===== src/rtl/prog_sequencer_pkg.sv =====
// Shared types and constants for the program run sequencer.
package definitions;

  localparam int kSEQ_CNT_W = 16;
  localparam int kNUM_BASE  = 3;

  typedef enum logic [2:0] {
    S_IDLE   = 3'd0,
    S_LAUNCH = 3'd1,
    S_RUN    = 3'd2,
    S_DONE   = 3'd3,
    S_FAULT  = 3'd4
  } seq_state_t;

  localparam logic [9:0] kPROG_BASE [kNUM_BASE] = '{10'd0, 10'd128, 10'd256};

  // Indices without a table entry map to address 0 instead of reading past the table.
  function automatic logic [9:0] prog_base(input logic [1:0] idx);
    logic [9:0] addr;
    addr = '0;
    for (int i = 0; i < kNUM_BASE; i++) begin
      if (idx == 2'(i)) addr = kPROG_BASE[i];
    end
    return addr;
  endfunction

endpackage


===== src/rtl/prog_sequencer_run_counter.sv =====
// Clearable up-counter with enable; at_limit flags the last count before LIMIT.
module run_counter
  import definitions::*;
#(
  parameter int W     = kSEQ_CNT_W,
  parameter int LIMIT = 20000
) (
  input  logic         clk,
  input  logic         clr,
  input  logic         en,
  output logic [W-1:0] count,
  output logic         at_limit
);

  always_ff @(posedge clk) begin
    if (clr)     count <= '0;
    else if (en) count <= count + W'(1);
  end

  assign at_limit = (count == W'(LIMIT - 1));

endmodule


===== src/rtl/prog_sequencer.sv =====
// Sequences the core through one program per accepted request and reports
// completion, the number of RUN cycles spent, and a watchdog/invalid-index fault.
module prog_sequencer
  import definitions::*;
#(
  parameter int NUM_PROGS  = 3,
  parameter int MAX_CYCLES = 20000
) (
  input  logic                  clk,
  input  logic                  init,
  input  logic                  start_req,
  input  logic [1:0]            prog_sel,
  input  logic                  core_halt,
  output logic                  core_start,
  output logic [9:0]            start_addr,
  output logic [1:0]            run_prog,
  output logic                  busy,
  output logic                  done,
  output logic                  fault,
  output logic [kSEQ_CNT_W-1:0] cycle_count
);

  seq_state_t state, state_nxt;
  logic       accept;
  logic       sel_valid;
  logic       at_limit;
  logic       cnt_en;

  assign sel_valid = (int'(prog_sel) < NUM_PROGS);
  assign accept    = start_req &&
                     (state == S_IDLE || state == S_DONE || state == S_FAULT);
  assign cnt_en    = (state == S_RUN) && !core_halt;

  always_ff @(posedge clk) begin
    if (init) state <= S_IDLE;
    else      state <= state_nxt;
  end

  always_comb begin
    state_nxt = state;
    case (state)
      S_IDLE, S_DONE, S_FAULT: begin
        if (start_req) state_nxt = sel_valid ? S_LAUNCH : S_FAULT;
      end
      S_LAUNCH: state_nxt = S_RUN;
      S_RUN: begin
        // A halt in the same cycle the watchdog expires still counts as a clean finish.
        if (core_halt)     state_nxt = S_DONE;
        else if (at_limit) state_nxt = S_FAULT;
      end
      default: state_nxt = S_IDLE;
    endcase
  end

  always_comb begin
    core_start = (state == S_LAUNCH);
    busy       = (state == S_LAUNCH) || (state == S_RUN);
    done       = (state == S_DONE) || (state == S_FAULT);
    fault      = (state == S_FAULT);
  end

  always_ff @(posedge clk) begin
    if (init) begin
      run_prog   <= '0;
      start_addr <= '0;
    end else if (accept) begin
      run_prog   <= prog_sel;
      start_addr <= sel_valid ? prog_base(prog_sel) : 10'd0;
    end
  end

  // The watchdog step from MAX_CYCLES-1 to MAX_CYCLES is an ordinary increment.
  run_counter #(
    .W     (kSEQ_CNT_W),
    .LIMIT (MAX_CYCLES)
  ) u_run_counter (
    .clk      (clk),
    .clr      (init || accept),
    .en       (cnt_en),
    .count    (cycle_count),
    .at_limit (at_limit)
  );

endmodule


===== config.mk =====
export PLATFORM = sky130hd
export DESIGN_NAME = prog_sequencer
export DESIGN_NICKNAME = d
export VERILOG_FILES = /design/src/rtl/prog_sequencer_pkg.sv /design/src/rtl/prog_sequencer_run_counter.sv /design/src/rtl/prog_sequencer.sv
export SDC_FILE = /design/constraint.sdc
export NUM_CORES = 1
export LEC_CHECK = 0
export ABC_AREA = 1
export BUFFER_PORTS_ARGS = -buffer_cell sky130_fd_sc_hd__buf_2
export CAP_MARGIN = 20
export CORE_MARGIN = 3
export CORE_UTILIZATION = 45
export CTS_CLUSTER_DIAMETER = 200
export DETAILED_ROUTE_END_ITERATION = 10
export PLACE_DENSITY = 0.71
export SYNTH_ARGS = -nofsm -noshare
export SYNTH_HDL_FRONTEND = slang
export SYNTH_SLANG_ARGS = --single-unit

===== constraint.sdc =====
create_clock -name clk -period 2.01 [get_ports clk]
set_clock_uncertainty 0.1 [all_clocks]
set_input_delay 0.1005 -clock clk [delete_from_list [all_inputs] [get_ports clk]]
set_output_delay 0.1005 -clock clk [all_outputs]
set_load 0.05 [all_outputs]

* Yosys cells after proc, flatten, opt, wreduce, memory -nomap -nowiden *
Index checks and enable logic that the tools add are counted.

word-level totals
  logic and storage cells = 34
  output and inout bits = 32
  bits of input ports = 6
  register bits = 31

cells by class
  order comparisons = 1
  mux-type cells = 8
  add/subtract/negate cells = 1
  reduce and logical (&&, ||, !) cells = 11
  equal/unequal tests = 9

operator list
  kind                                             number
  2-to-1 mux 10 bit                                2
  adder 16 x 1 -> 16 bit, second input constant    1
  == test 16 x 15 -> 1 bit, second input constant  1
  2-to-1 mux 3 bit                                 4
  case mux 3 bit (3 select lines)                  1
  2-to-1 mux 8 bit                                 1
  == test 3 x 2 -> 1 bit, second input constant    2
  logical OR 1 bit                                 5
  == test 3 x 1 -> 1 bit, second input constant    1
  == test 3 bit, second input constant             1
  logical NOT 3 bit                                1
  != test 3 bit, second input constant             1
  OR reduction 3 bit                               1
  == test 2 x 1 -> 1 bit, second input constant    1
  == test 2 bit, second input constant             1
  logical AND 1 bit                                2
  < comparator 2 bit, second input constant        1
  != test 2 bit, second input constant             1
  AND reduction 2 bit                              1
  logical NOT 1 bit                                1

* Longest topological paths before layout *
Gate-level depths: netlist of the first run.

  depth after elaboration = 5
  depth in mapped cells = 9
  mapped depth without buffers = 9

* Modules after synthesis *
Synthesis of the first run repeated with hierarchy kept, for this count alone.

unflattened totals
  cells, all modules = 195
  area, all modules = 1310.0 µm²

by module, submodules not included
  module          area each (µm²)  instances  cells an instance  sequential area each (µm²)
  run_counter     855.8            1          129                320.3
  prog_sequencer  454.2            1          66                 140.1

* Least setup slack after synthesis of the first run *
No wires, ideal clock.

  path kind = reg2out
  from = register state[0]
  to = output port busy
  path buffers = 0
  required time = 1.809 ns
  arrival = 2.080 ns
  cell stages (with the launch flop) = 5
  path slack = -0.270 ns
  cell sequence = dfxtp_1 -> inv_1 -> nor3_1 -> inv_1 -> nand2_1

between the ends
  word-level cells in the longest chain between the ends = 2
  elaborated cells on any way between the ends = 3
  those cells by class = eq/ne: 2; reduce/logical: 1

ends and longest elaborated chain
  item                      RTL line              text
  start: declaration        prog_sequencer.sv:23  seq_state_t state, state_nxt;
  start signal: assignment  prog_sequencer.sv:36  else state <= state_nxt;
  == test 3 x 1 -> 1 bit    n/a
  via core_start            prog_sequencer.sv:14  output logic core_start,
  logical OR 1 bit          prog_sequencer.sv:57  busy = (state == S_LAUNCH) || (state == S_RUN);
  end: declaration          prog_sequencer.sv:17  output logic busy,

The timed path passes the listed nets, and every way through them passes these cells.

* Worst setup path in the final report of the first run *
  from = register u_run_counter.count[0]
  to = register u_run_counter.count[8]

between the ends
  word-level cells in the longest chain between the ends = 1

ends and longest elaborated chain
  item                      RTL line                          text
  start: declaration        prog_sequencer_run_counter.sv:11  output logic [W-1:0] count,
  start signal: assignment  prog_sequencer_run_counter.sv:17  else if (en) count <= count + W'(1);
  adder 16 x 1 -> 16 bit    prog_sequencer_run_counter.sv:17

No other way between the ends.
A chain may end at the register's enable or synchronous reset.

==> metrics.csv, run 1 <==
metric;value;unit
area_growth;13.7;%
first_pass_iters;4;
drive_gt1_frac;0.226;
grt_antenna_before_repair;0;
io_pins;38;
portBuffers;29;
required;2.12;ns
fin_setup_tns;0;ns
worst_setup_path_end_kind;flip-flop;
synthCells;193;
synth-seq-area-share;0.348;
cts_buffers;3;
grt_pass1_wl;4510;µm
place_ws;0.423;ns
grt_pass1_vias;1057;
syn_area;1320;µm²
synth_fa_ha_area_frac;0.00947;
synth_top_family_by_area;simple AND/OR/NAND/NOR gates;
final_common_cell;nand2_1;
status;finished, final reports clean;
max_freq;618;MHz
die_area;3620;µm²
synth.distinct_cells;30;
diodes;0;
fillers;290;
hold_viol;0;
hold_start;core_halt;
irDropWorstVdd;0.000695;V
vias_per_cell;4.75;
yosysTopAreaCell;dfxtp_1;
critical_path.slowest_cell;dfxtp_1;
fp.dieW;60.2;µm
cp.arrival;1.73;ns
whs_endpoint;u_run_counter.count[2]$_SDFFE_PP0P_;
synthTopCellsByArea;dfxtp_1, nand2_1, nor2_1;
fp-row-count;19;
cp-start-kind;flip-flop;
max-clock-path-buffers;2;
worst-r2r-cell-count;8;
post-route-period-util;0.805;
muxShareOfSynthArea;0;
yosys.area_share.xor_xnor;0.0199;
cp_top_family;simple AND/OR/NAND/NOR gates;
setup_ws;0.392;ns
synth_compound_gate_area_share;0.0833;
rr_startpoint;u_run_counter.count[0]$_SDFFE_PP0P_;
die_h;60.2;µm
clock_latency;0.31;ns
cts_tree;done;
cts.root.buffer_cell;clkbuf_4;
num_vias;1220;
drcViolationCount;0;
holdPathStages;4;
start_util;0.475;
grt-ovfl-total;0;
ys_seq_elements;23;
crit_type;flip-flop to flip-flop;
numClockSinks;23;
gp_congestion;0.800;
clk_pin_slew;0.13;ns
whs;0.0172;ns
fp.coreArea;2780;µm²
hold_class;input port to flip-flop;
cap_violations;0;
crit_chain;ha_1, nand2_1, nor2_1, nand2_1, nor2_2, nand2_1, o21ai_0, nor2_1;
grt_max_degree;17;
final_net_count;234;
r2r_slack;0.39;ns
critPathBufInv;0;
syn_avg_cell_area;6.85;µm²
rr_endpoint;u_run_counter.count[8]$_SDFFE_PP0P_;
dp_hpwl;2000;µm
synth_top_area_frac;0.348;
grt_usage;0.162;
mostFrequentLayoutCells;nand2_1, nor2_1, buf_2;
yosys.area_share.simple;0.401;
wl_per_cell;10.1;µm
yosysWarnings;0;
drt-initial-drc-count;33;
cts_resized;0;
path_max_fanout;4;
period_needed;1.62;ns
p_leak;0.702;nW
totalWireLength;2600;µm
final_max_slew_viol_count;0;
final_antenna_net_count;0;
power.density;990;nW/µm²
rsz0062_at_grt;false;
cpMostUsedCell;nand2_1;
htree_num_levels;1;
finalSetupViolations;0;
max_stage_delay;0.41;ns
==> repair_timing <==
action | in CTS | in global routing
hold endpoints to repair | 4 | 0
setup endpoints to repair | 0 | 0
buffers inserted | 0 | 0
hold buffers | 2 | 0
==> cells in the mapped netlist <==
library cell and instances:
a211oi_1 1, a21oi_1 10, a21oi_2 1, a31oi_1 1, and3_1 1, buf_12 1
buf_4 8, conb_1 1, dfxtp_1 23, ha_1 1, inv_1 23, inv_2 1
inv_6 1, nand2_1 43, nand2_2 4, nand2_4 3, nand3_1 14, nand3_2 1
nand4_1 1, nand4_4 1, nor2_1 32, nor2_2 3, nor2_4 2, nor3_1 5
o21ai_0 4, o21ai_1 2, o21bai_1 1, or2_4 1, xnor2_1 2, xor2_1 1
==> metrics by stage <==
stage               instances  power [mW]  area, µm²   util
global route              257        1.59       1500  0.540
global placement          251        1.28       1460  0.524
finish                    257        1.49       1500  0.540
floorplan                 200        1.19       1350      -
CTS                       257        1.50       1500  0.540
detailed placement        251        1.28       1460  0.524
==> layer usage <==
| metal | track usage | share of wire |
|---|---|---|
| met1 | 0.226 | 0.50 |
| met2 | 0.247 | 0.44 |
| met3 | 0.0324 | 0.050 |
| met4 | 0.0570 | 0.011 |
| met5 | 0 | 0 |
==> where the power goes <==
group / internal (mW) / switching [mW]
registers: 0.501 / 0.0494
clock network: 0.0774 / 0.138
logic: 0.191 / 0.531
total: 0.769 / 0.719
==> layout make-up <==
class | count | area (µm²) | area share
Clock buffer | 4 | 26.3 | 0.0175
Inverter | 25 | 98.8 | 0.0658
Multi-Input combinational cell | 143 | 713 | 0.475
Sequential cell | 23 | 460 | 0.306
Tap cell | 31 | 38.8 | 0.0258
Timing Repair Buffer | 31 | 165 | 0.110
==> cell families (layout without fill, tap and decap cells) <==
family | count (synthesis) | in the layout
buffers and inverters | 34 | 60
other | 1 | 8
and+or+nand+nor | 111 | 111
xor gates and xnor gates | 3 | 3
DFF | 23 | 23
AOI/OAI and AO/OA | 20 | 20
adders and majority gates | 1 | 1
==> worst reg2reg max path: cells and delay by family, from the launching register on <==
kind | cells | cell delay (ns)
fa+ha+maj | 1 | 0.23
flops | 1 | 0.41
compound gates | 1 | 0.15
simple gates | 6 | 0.63
==> flip-flops by register name (all words and copies together), names as in the netlist <==
register,count
u_run_counter.count,16
run_prog,2
state,3
start_addr,2
==> how the worst max path moves through the flow <==
stage	from	cells past startpoint	to	slack [ns]
after global routing	u_run_counter.count[0]$_SDFFE_PP0P_	8	u_run_counter.count[8]$_SDFFE_PP0P_	0.23
final	u_run_counter.count[0]$_SDFFE_PP0P_	8	u_run_counter.count[8]$_SDFFE_PP0P_	0.39
after CTS	state[1]$_SDFFE_PP0P_	3	done	0.39
after floorplan	state[1]$_SDFFE_PP0P_	2	done	0.08
after global placement	u_run_counter.count[0]$_SDFFE_PP0P_	8	u_run_counter.count[8]$_SDFFE_PP0P_	0.47
after detailed placement	u_run_counter.count[0]$_SDFFE_PP0P_	8	u_run_counter.count[8]$_SDFFE_PP0P_	0.42
(Power assumes the default switching activity.)
==> run 2: changes to the inputs <==
- ABC_AREA: 1 -> 0
- PLACE_DENSITY: 0.71 -> 0.75
- clock period: 2.01 -> 1.4 ns (I/O delays scaled with it)
==> run 2 against run 1 <==
Compared with the run above: the run now ends with negative setup slack left; synthesized cell count decreased by 25%; sequential power grew 28%; synthesized area fell by 9.2%; sequential cell count stayed put; design area up 40%; worst setup slack lost 1.0 ns; routed wire length rose by 69%; die area shrank 8.3%; fmax down 21%; non-clock buffer count increased by 51; critical path depth decreased by 4; first-iteration DRC count is 61% higher; critical path type unchanged; critical endpoint is now u_run_counter.count[11]$_SDFFE_PP0P_; largest power group unchanged.
==> metrics.csv, run 2 <==
metric;value;unit;change
synth-seq-area-share;0.384;;was 0.348
cts_tree;done;;unchanged
cp_top_family;simple AND/OR/NAND/NOR gates;;unchanged
grt_pass1_wl;6330;µm;was 4510 µm
gp_congestion;0.830;;was 0.800
r2r_slack;-0.64;ns;was 0.39 ns
max_stage_delay;0.51;ns;was 0.41 ns
numClockSinks;23;;unchanged
critPathBufInv;0;;unchanged
drcViolationCount;0;;unchanged
start_util;0.480;;was 0.475
multiInputGateArea;908;µm²;was 713 µm²
layout.cells.non_filler;253;;was 257
crit_chain;or4b_4, or4_4, or3_1, a21oi_1;;was ha_1, nand2_1, nor2_1, nand2_1, nor2_2, nand2_1, o21ai_0, nor2_1
first_pass_iters;4;;unchanged
die_area;3320;µm²;was 3620 µm²
cts_buffers;3;;unchanged
htree_num_levels;1;;unchanged
regMostFlops;u_run_counter.count;;unchanged
final_max_slew_viol_count;0;;unchanged
drive_gt1_frac;0.592;;was 0.226
worst_setup_path_end_kind;flip-flop;;unchanged
whs;0.191;ns;was 0.0172 ns
setup_ws;-0.643;ns;was 0.392 ns
place_ws;-0.625;ns;was 0.423 ns
cp.arrival;2.19;ns;was 1.73 ns
finalSetupViolations;27;;was 0
yosysWarnings;0;;unchanged
cts.root.buffer_cell;clkbuf_4;;unchanged
area_growth;75.7;%;was 13.7%
cap_violations;0;;unchanged
failed_checks;negative setup slack;;
io_pins;38;;unchanged
grt_max_degree;14;;was 17
final_net_count;231;;was 234
grt_usage;0.242;;was 0.162
hold_class;input port to flip-flop;;unchanged
num_vias;1404;;was 1,220
synthFlopType;dfxtp_1;;unchanged
portBuffers;29;;unchanged
dp_cells;231;;was 251
syn_avg_cell_area;8.28;µm²;was 6.85 µm²
crit_type;flip-flop to flip-flop;;unchanged
synth_top_area_frac;0.384;;was 0.348
wl_per_cell;17.4;µm;was 10.1 µm
drt-initial-drc-count;53;;was 33
synthArstFlopShare;0;;unchanged
synth_commonest_cells;dfxtp_1, nor2_1, nand2_1;;was nand2_1, nor2_1, dfxtp_1, inv_1, nand3_1
status;complete, but fails checks;;was finished, final reports clean
vias_per_cell;5.55;;was 4.75
period_needed;2.04;ns;was 1.62 ns
finalPower;2.05;mW;was 1.49 mW
critical_path.slowest_cell;or4b_4;;was dfxtp_1
syn_area;1200;µm²;was 1320 µm²
yosysTopAreaCell;dfxtp_1;;unchanged
totalWireLength;4400;µm;was 2600 µm
rsz0062_at_grt;true;;was false
synthMostInstantiatedCell;dfxtp_1;;was nand2_1
p_leak;0.938;nW;was 0.702 nW
grt_antenna_before_repair;0;;unchanged
final_common_cell;buf_4;;was nand2_1
die_h;57.6;µm;was 60.2 µm
power.density;973;nW/µm²;was 990 nW/µm²
regArea;489;µm²;was 460 µm²
mostFrequentLayoutCells;buf_4, buf_2, buf_6;;was nand2_1, nor2_1, buf_2
clk_pin_slew;0.14;ns;was 0.13 ns
max-clock-path-buffers;2;;unchanged
path_max_fanout;7;;was 4
fp.dieW;57.6;µm;was 60.2 µm
dp_hpwl;2340;µm;was 2000 µm
required;1.55;ns;was 2.12 ns
synthCells;145;;was 193
largest_reg_flops;16;;unchanged
clock_latency;0.32;ns;was 0.31 ns
diodes;0;;unchanged
irDropWorstVdd;0.000961;V;was 0.000695 V
fin_area;2110;µm²;was 1500 µm²
largestRegisters;u_run_counter.count x16, state x3;;unchanged
grt_pass1_vias;1402;;was 1,057
synthTopCellsByArea;dfxtp_1, xnor2_1, a21oi_1;;was dfxtp_1, nand2_1, nor2_1
dpl_cell_area;1640;µm²;was 1460 µm²
synth.distinct_cells;37;;was 30
ys_seq_elements;23;;unchanged
final_antenna_net_count;0;;unchanged
fp.coreArea;2500;µm²;was 2780 µm²
synth_edf_count;0;;unchanged
cp-start-kind;flip-flop;;unchanged
fillers;131;;was 290
post-route-period-util;1.46;;was 0.805
hold_viol;0;;unchanged
fp-row-count;18;;was 19
grt-ovfl-total;0;;unchanged
max_freq;490;MHz;was 618 MHz
## run 2: cell types whose count changed in the layout (fill, tap and decap cells not counted), moves of 4 or more
| cell | delta |
|---|---|
| buf_2 | -4 |
| buf_4 | +36 |
| buf_6 | +14 |
| dfxtp_1 | -15 |
| dfxtp_2 | +11 |
| dfxtp_4 | +4 |
| inv_1 | -21 |
| nand2_1 | -32 |
| nand3_1 | -10 |
| nand4_1 | +4 |
| nor2_1 | -22 |
| or3_1 | +4 |
## run 2: what timing repair did
| action | 4_1_cts | 5_1_grt |
|---|---|---|
| hold buffers | 4 | 0 |
| setup endpoints to repair | 27 | 27 |
| endpoints found under the hold margin | 6 | 0 |
| pin swaps | 15 | 11 |
| cloned | 1 | 0 |
| resized for setup | 41 | 27 |
| setup buffers | 7 | 9 |
## run 2: cell families after synthesis
logic type               after synthesis  share of synthesized area
XOR/XNOR                              11                     0.0803
adder cells (fa/ha/maj)                1                     0.0104
AO/OA/AOI/OAI                         24                      0.119
multiplexers                           2                     0.0167
flip-flops                            23                      0.384
other                                  1                    0.00313
AND/OR/NAND/NOR                       65                      0.295
buffers and inverters                 18                     0.0918
## run 2: where the power goes
group	internal, mW	switching [mW]	leakage, nW
Sequential	0.681	0.0207	0.195
Combinational	0.439	0.579	0.726
Clock	0.107	0.225	0.0177
## run 2: worst paths after layout
kind | end | from | depth (start not counted)
worst max register to register | u_run_counter.count[11]$_SDFFE_PP0P_ | state[2]$_SDFFE_PP0P_ | 4
worst max-delay path | u_run_counter.count[11]$_SDFFE_PP0P_ | state[2]$_SDFFE_PP0P_ | 4
worst min-delay path | u_run_counter.count[15]$_SDFFE_PP0P_ | core_halt | 5
worst min register to register | start_addr[7]$_SDFFE_PP0P_ | start_addr[7]$_SDFFE_PP0P_ | 2
## run 2: final cells by class
type / count / share of cell area
multi-input combinational: 112 / 0.431
sequential: 23 / 0.232
tap: 30 / 0.0178
clock inverter: 1 / 0.00237
timing repair buffer: 82 / 0.303
inverter: 2 / 0.00356
clock buffer: 3 / 0.0107
## run 2: metrics by stage
step	util	TNS, ns
after CTS	0.780	-9.49
after floorplan	-	-8.66
after detailed placement	0.657	-6.45
final	0.843	-9.24
after global routing	0.843	-10.41
after global placement	0.657	-5.66
## run 2: worst register-to-register path: stages (launching register included)
cell and delay, ns:
dfxtp_2 0.36, or4b_4 0.51, or4_4 0.47, or3_1 0.37
a21oi_1 0.16
## run 2: metal layers
| metal | share of wire | vias to the layer above | global-route usage |
|---|---|---|---|
| li1 | - | 648 | - |
| met1 | 0.39 | 672 | 0.273 |
| met5 | 0 | - | 0 |
| met4 | 0.018 | 0 | 0.0993 |
| met2 | 0.55 | 76 | 0.453 |
| met3 | 0.051 | 8 | 0.0312 |
